## config.mk

```make
export PLATFORM = sky130hd
export DESIGN_NAME = cmp_seq_unit
export DESIGN_NICKNAME = d
export VERILOG_FILES = /design/src/rtl/cmp_pkg.sv /design/src/rtl/chunk_cmp.sv /design/src/rtl/cmp_seq_unit.sv
export SDC_FILE = /design/constraint.sdc
export NUM_CORES = 1
export LEC_CHECK = 0
export BUFFER_PORTS_ARGS = -buffer_cell sky130_fd_sc_hd__buf_4
export CORE_ASPECT_RATIO = 1.75
export CORE_MARGIN = 1
export CORE_UTILIZATION = 54
export CTS_CLUSTER_SIZE = 30
export DETAILED_ROUTE_END_ITERATION = 12
export PLACE_DENSITY = 0.79
export REMOVE_ABC_BUFFERS = 1
export SLEW_MARGIN = 40
export SYNTH_ARGS = -nofsm -noshare
export SYNTH_HDL_FRONTEND = slang
export SYNTH_SLANG_ARGS = --single-unit
```

## constraint.sdc

```tcl
create_clock -name clk -period 3.1 [get_ports clk]
set_input_delay 0.62 -clock clk [delete_from_list [all_inputs] [get_ports clk]]
set_output_delay 0.62 -clock clk [all_outputs]
set_load 0.02 [all_outputs]
```

## src/rtl/cmp_pkg.sv

```systemverilog
// cmp_pkg: compare-mode constants, FSM encoding and mode helpers shared by the serial comparator
package cmp_pkg;
  localparam logic [2:0] CMP_EQ  = 3'd0;
  localparam logic [2:0] CMP_NE  = 3'd1;
  localparam logic [2:0] CMP_LT  = 3'd2;
  localparam logic [2:0] CMP_LTU = 3'd3;
  localparam logic [2:0] CMP_GE  = 3'd4;
  localparam logic [2:0] CMP_GEU = 3'd5;
  typedef enum logic [1:0] {IDLE = 2'd0, SCAN = 2'd1, DONE = 2'd2} state_e;
  function automatic logic is_signed(input logic [2:0] m);
    return (m == CMP_LT) || (m == CMP_GE);
  endfunction
  function automatic logic mode_result(input logic [2:0] m, input logic eq, input logic lt);
    return m == CMP_EQ ? eq :
           m == CMP_NE ? !eq :
           (m == CMP_LT || m == CMP_LTU) ? lt :
           (m == CMP_GE || m == CMP_GEU) ? !lt : 1'b0;
  endfunction
endpackage

```

## src/rtl/chunk_cmp.sv

```systemverilog
// chunk_cmp: one CHUNK-bit slice compare; flip_sign turns the unsigned compare into a signed one
module chunk_cmp #(
  parameter int CHUNK = 4
) (
  input  logic [CHUNK-1:0] a,
  input  logic [CHUNK-1:0] b,
  input  logic             flip_sign,
  output logic             eq,
  output logic             lt
);
  localparam logic [CHUNK-1:0] MSB = CHUNK'(1) << (CHUNK - 1);
  logic [CHUNK-1:0] a_x, b_x;
  always_comb begin
    a_x = flip_sign ? a ^ MSB : a;
    b_x = flip_sign ? b ^ MSB : b;
    eq  = a == b;
    lt  = a_x < b_x;
  end
endmodule

```

## src/rtl/cmp_seq_unit.sv

```systemverilog
// cmp_seq_unit: serial MSB-first operand comparator with valid/ready handshakes on both sides
module cmp_seq_unit
  import cmp_pkg::*;
#(
  parameter int WIDTH      = 16,
  parameter int CHUNK      = 4,
  parameter int EARLY_EXIT = 1
) (
  input  logic             clk,
  input  logic             rst_n,
  input  logic             in_valid,
  output logic             in_ready,
  input  logic [WIDTH-1:0] ina,
  input  logic [WIDTH-1:0] inb,
  input  logic [2:0]       mode,
  output logic             out_valid,
  input  logic             out_ready,
  output logic             result,
  output logic             a_eq_b,
  output logic             a_lt_b
);
  localparam int NCHUNK = WIDTH / CHUNK;
  localparam int IW = NCHUNK > 1 ? $clog2(NCHUNK) : 1;
  localparam logic [IW-1:0] TOP = IW'(NCHUNK - 1);
  state_e state_q, state_d;
  logic [WIDTH-1:0] a_q, a_d, b_q, b_d;
  logic [2:0] mode_q, mode_d;
  logic [IW-1:0] idx_q, idx_d;
  logic decided_q, decided_d, eq_q, eq_d, lt_q, lt_d, result_q, result_d;
  logic [CHUNK-1:0] a_ch, b_ch;
  logic c_eq, c_lt, accept, last, upd_diff, upd_eq;
  assign a_ch = a_q[int'(idx_q)*CHUNK +: CHUNK];
  assign b_ch = b_q[int'(idx_q)*CHUNK +: CHUNK];
  chunk_cmp #(.CHUNK(CHUNK)) u_cmp (
    .a         (a_ch),
    .b         (b_ch),
    .flip_sign (is_signed(mode_q) && idx_q == TOP),
    .eq        (c_eq),
    .lt        (c_lt)
  );
  assign accept = in_valid && state_q == IDLE;
  assign last   = idx_q == '0 || (EARLY_EXIT != 0 && !c_eq);
  always_ff @(posedge clk or negedge rst_n)
    if (!rst_n) state_q <= IDLE;
    else        state_q <= state_d;
  always_comb
    state_d = state_q == IDLE ? (in_valid ? SCAN : IDLE) :
              state_q == SCAN ? (last ? DONE : SCAN) :
              state_q == DONE ? (out_ready ? IDLE : DONE) : IDLE;
  always_comb begin
    in_ready  = state_q == IDLE;
    out_valid = state_q == DONE;
    result    = result_q;
    a_eq_b    = eq_q;
    a_lt_b    = lt_q;
  end
  // The first differing chunk decides; later chunks never override it
  always_comb begin
    upd_diff  = state_q == SCAN && !decided_q && !c_eq;
    upd_eq    = state_q == SCAN && !decided_q && c_eq && idx_q == '0;
    a_d       = accept ? ina : a_q;
    b_d       = accept ? inb : b_q;
    mode_d    = accept ? mode : mode_q;
    idx_d     = accept ? TOP : (state_q == SCAN && !last) ? idx_q - IW'(1) : idx_q;
    decided_d = accept ? 1'b0 : (state_q == SCAN && !c_eq) ? 1'b1 : decided_q;
    eq_d      = upd_diff ? 1'b0 : upd_eq ? 1'b1 : eq_q;
    lt_d      = upd_diff ? c_lt : upd_eq ? 1'b0 : lt_q;
    result_d  = state_q == SCAN ? mode_result(mode_q, eq_d, lt_d) : result_q;
  end
  always_ff @(posedge clk or negedge rst_n)
    if (!rst_n) begin
      a_q       <= '0;
      b_q       <= '0;
      mode_q    <= '0;
      idx_q     <= '0;
      decided_q <= 1'b0;
      eq_q      <= 1'b0;
      lt_q      <= 1'b0;
      result_q  <= 1'b0;
    end else begin
      a_q       <= a_d;
      b_q       <= b_d;
      mode_q    <= mode_d;
      idx_q     <= idx_d;
      decided_q <= decided_d;
      eq_q      <= eq_d;
      lt_q      <= lt_d;
      result_q  <= result_d;
    end
endmodule
```

# Word-level counts from Yosys, hierarchy flattened
# Index checks and enable logic that the tools add are counted.
dict set report classes {
  bitwise_logic 2
  magnitude_cmp 1
  n_addsub 1
  n_mux 20
  n_eq_ne 9
  n_shift 2
  n_reduce_logical 22
}
# op count
set op_table {}
lappend op_table {{variable part select 16 x 5 -> 4 bit} 2}
lappend op_table {{two-way mux 2 bit} 7}
lappend op_table {{two-way mux 1 bit} 11}
lappend op_table {{logical AND 1 bit} 8}
lappend op_table {{two-way mux 4 bit} 2}
lappend op_table {{== test 3 x 2 -> 1 bit (second input constant)} 2}
lappend op_table {{== test 3 bit (second input constant)} 2}
lappend op_table {{logical NOT 1 bit} 5}
lappend op_table {{== test 2 bit (second input constant)} 2}
lappend op_table {{== test 4 bit} 1}
lappend op_table {{logical NOT 2 bit} 2}
lappend op_table {{logical OR 1 bit} 4}
lappend op_table {{less-than comparator 4 bit} 1}
lappend op_table {{nonzero test 2 bit} 2}
lappend op_table {{== test 3 x 1 -> 1 bit (second input constant)} 1}
lappend op_table {{logical NOT 3 bit} 1}
lappend op_table {{== test 2 x 1 -> 1 bit (second input constant)} 1}
lappend op_table {{NOT 1 bit} 2}
lappend op_table {{subtractor 2 x 1 -> 2 bit (second input constant)} 1}
dict set report word_totals {
  output_inout_bits 5
  inputBits 39
  elab_cells 66
  ff_bits 43
}

# Longest topological paths before layout
dict set report logic_depth {
  depth_word 11
  ltp_mapped 10
  mapped_depth_nobuf 9
}

# Hierarchy
# Synthesis repeated with hierarchy kept, for this count alone.
dict set report hier_totals {
  cells_unflattened 224
  hier_area_um2 2100.8
}
# module area_each_um2 n_inst seq_area_each_um2 cells_each
set modules_own_cells {}
lappend modules_own_cells {cmp_seq_unit 1965.6 1 1076.0 205}
lappend modules_own_cells {chunk_cmp 135.1 1 0.0 19}

# Worst setup path after synthesis
# No wires, ideal clock.
dict set report synth_timing {
  kind {register to register}
  start {reg idx_q[0]}
  end {reg result_q, in the netlist result}
  path_slack_ns 0.687
  synth_period_minus_slack_ns 2.413
  path_stages_with_launch 10
  n_path_buf 1
  t_arrival_ns 2.331
  t_required_ns 3.018
  setup_time_ns 0.082
  cell_sequence {dfrtp_1 buf_6 mux4_1 ha_1 nand2b_1 a21o_1 a211oi_1 nor2_1 o31a_1 a31oi_1}
}
dict set report synth_via {
  elab_chain_len 11
  elab_cells_between_ends 25
  classes_between {order compare (1); eq/ne (2); shift (2); mux (10); bitwise (2); reduce/logical (8)}
}
# item line_no
set synth_rtl {}
lappend synth_rtl {{start, declared} cmp_seq_unit.sv:28} ;# logic [IW-1:0] idx_q, idx_d;
lappend synth_rtl {{start signal, assigned} cmp_seq_unit.sv:84} ;# idx_q <= idx_d;
lappend synth_rtl {{branches (longest 10 deep; another with less-than comparator 4 bit)} -}
lappend synth_rtl {{two-way mux 1 bit *} cmp_pkg.sv:14} ;# return m == CMP_EQ ? eq :
lappend synth_rtl {{end signal, assigned} cmp_seq_unit.sv:88} ;# result_q <= result_d;
lappend synth_rtl {{end, declared} cmp_seq_unit.sv:29} ;# logic decided_q, decided_d, eq_q, eq_d, lt_q, lt_d, result_q, result_d;
# Mark *: on every way between the ends.
# A chain may end at the register's enable or synchronous reset.

# Worst setup path in the final report
# Same ends and word-level chain as after synthesis.

==> results.sh <==
export IMPL_status="finished clean"
export IMPL_synth_main_ff_cell="dfrtp_1"
export IMPL_clock_sinks=43
export IMPL_synth_warnings=0
export IMPL_start_util_pct=57.7
export IMPL_root_buffer="clkbuf_8"
export IMPL_dieWidth_um=49.5
export IMPL_cts_resized=0
export IMPL_multiInputGateArea_um2=992
export IMPL_drv_slew=0
export IMPL_ios=44
export IMPL_critPathArrivalTime_ns=2.97
export IMPL_syn_area_per_cell_um2=9.44
export IMPL_period_needed_ns=2.75
export IMPL_p_leak_nw=1.39
export IMPL_cpMaxStageDelayCell="dfrtp_1"
export IMPL_grt_pass1_vias=1751
export IMPL_synth_cells=226
export IMPL_num_rows=29
export IMPL_max_stage_delay_ns=0.67
export IMPL_use_met3_pct=3.41
export IMPL_worstPathMaxFanout=11
export IMPL_grt_pass1_wl_um=7390
export IMPL_track_usage_pct=23.4
export IMPL_viasPerCell=5.27
export IMPL_finalCritPeriodShare_pct=88.8
export IMPL_yosysMostFrequentCell="nand2_1"
export IMPL_vias=1670
export IMPL_ff_latch_area_um2=1080
export IMPL_critPathCaptureType="flip-flop"
export IMPL_wl_per_cell_um=13.4
export IMPL_cp_start_kind="flip-flop"
export IMPL_synth_edff_count=0
export IMPL_fmaxAchievable_mhz=363
export IMPL_ys_top_cells_by_count="108 x nand2_1, 43 x dfrtp_1, 8 x inv_1"
export IMPL_drt_total_wl_um=4240
export IMPL_synth_cell_types=28
export IMPL_hold_viol=0
export IMPL_cts_hold_buffers=0
export IMPL_cts_made_buffers=5
export IMPL_hold_class="primary input to async pin"
export IMPL_diodes=0
export IMPL_finalSetupTns_ns=0
export IMPL_die_area_um2=4220
export IMPL_ys_seq_elements=43
export IMPL_top_usage_layer="met2"
export IMPL_yosysSeqAreaShare_pct=50.4
export IMPL_path_cells="mux4_1 -> ha_1 -> nand2b_1 -> a21o_1 -> a211oi_1 -> nor2_1 -> o31a_1 -> a31oi_1"
export IMPL_coreArea_um2=3700
export IMPL_place_congestion=0.844
export IMPL_cts_tree="done"
export IMPL_grt_max_degree=44
export IMPL_grt_remaining_overflow=0
export IMPL_post_cts_setup_buffers=0
export IMPL_io_buffers=43
export IMPL_crit_required_ns=3.32
export IMPL_worstMarginPinSlew_ns=0.536
export IMPL_dp_hpwl_um=3150
export IMPL_cts_buffer_depth=2
export IMPL_cts_htree_levels=2
export IMPL_n_fill_cell=325
export IMPL_die_h_um=85.2
export IMPL_path_clk_slew_ns=0.09
export IMPL_skew_ns=0.00797
export IMPL_relSlewSlack_pct=64.3
export IMPL_first_pass_iters=4
export IMPL_syn_area_um2=2130
export IMPL_synth_top_cell_by_area="dfrtp_1"
export IMPL_max_cap_violations=0
export IMPL_grt_antenna_before_repair=0
export IMPL_use_met2_pct=41.9
export IMPL_met1_usage_pct=24.6
export IMPL_syn_to_final_growth_pct=20.8
export IMPL_clock_latency_ns=0.29
export IMPL_ant_nets=0
export IMPL_post_route_util_pct=69.6
export IMPL_ys_async_sr_fraction_pct=100
export IMPL_power_per_cell_area_nw_per_um2=1010
export IMPL_critPathKind="flip-flop to flip-flop"
export IMPL_drc=0
export IMPL_rsz0062_at_grt="no"
export IMPL_p_total_mw=2.59
export IMPL_yosys_top_cells_area="dfrtp_1 50%, nand2_1 19%, mux4_1 8.6%"
export IMPL_synth_top_area_share_pct=50.4
export IMPL_drtIter0Drc=36
export IMPL_drive_gt1_share_pct=21.8
export IMPL_setup_violations_final=0
export IMPL_fin_nets=314
export IMPL_ir_drop_mv=0.617
## worst max-delay path: cells and delay by family, from the launching register on
family                     cells  cell delay [ns]
muxes                          1             0.63
DFF                            1             0.67
adders and majority gates      1             0.32
and+or+nand+nor                2             0.24
AOI/OAI and AO/OA              4             0.83
## path summary, 6_finish.rpt
| path | depth (start not counted) | startpoint | endpoint | slack (ns) |
|---|---|---|---|---|
| max | 8 | idx_q[0] | result | 0.35 |
| min | 1 | rst_n | a_q[4] | 0.29 |
| max reg2reg | 8 | idx_q[0] | result | 0.35 |
| min reg2reg | 2 | b_q[5] | b_q[5] | 0.47 |
| max in group asynchronous | 1 | rst_n | b_q[14] | 2.43 |
| min in group clk | 2 | b_q[5] | b_q[5] | 0.47 |
## per-layer routing
layer / share of wire (%) / wire, um
met1: 38 / 1630
met2: 55 / 2340
met3: 2.3 / 97
met4: 4.0 / 170
met5: 0 / 0
## flip-flops by register name, indices dropped and copies added, names as in the netlist
| register | count |
|---|---|
| a_eq_b | 1 |
| a_lt_b | 1 |
| a_q | 16 |
| b_q | 16 |
| decided_q | 1 |
| idx_q | 2 |
| mode_q | 3 |
| result | 1 |
| state_q | 2 |
## metrics by stage
stage	cell area, um2	hold slack [ns]	worst slack [ns]	cells
floorplan	2100	0.324	0.564	218
global placement	2490	0.453	0.439	309
detailed placement	2490	0.454	0.360	309
CTS	2580	0.318	0.335	317
global route	2580	0.334	0.182	317
finish	2580	0.292	0.348	317
## layout make-up
type / count / area share [%]
flip-flops and latches: 43 / 41.7
multi-input cells: 167 / 38.5
repair buffers: 45 / 13.1
clock buffers: 5 / 2.67
well taps: 46 / 2.23
inverters: 8 / 1.17
clock inverters: 3 / 0.583
## kinds of logic after synthesis
| family | synth area share (%) |
|---|---|
| fa+ha+maj | 2.93 |
| mux | 10.7 |
| xor+xnor | 2.46 |
| simple gates | 24.8 |
| flops | 50.4 |
| compound gates | 5.45 |
| buf+inv | 3.22 |
## cell usage in the layout, fill, tap and decap left out, drive strengths merged
master	count
o211ai	1
xor2	4
o21ai	5
mux4	9
nand2b	6
buf	45
o2bb2ai	1
a211oi	2
o31a	1
nor2	7
or4b	1
a21oi	4
nand2	108
clkinv	3
a21o	1
or2	3
nand4b	3
ha	5
xnor2	2
nor3	1
o22a	1
a31oi	1
clkbuf	5
inv	8
dfrtp	43
o41ai	1
## report_power, final
group / switching, mW / total (mW) / internal, mW
combinational: 0.601 / 1.19 / 0.591
sequential: 0.231 / 1.05 / 0.822
clock: 0.192 / 0.346 / 0.154
No activity file was read; power rests on OpenSTA's default activity.
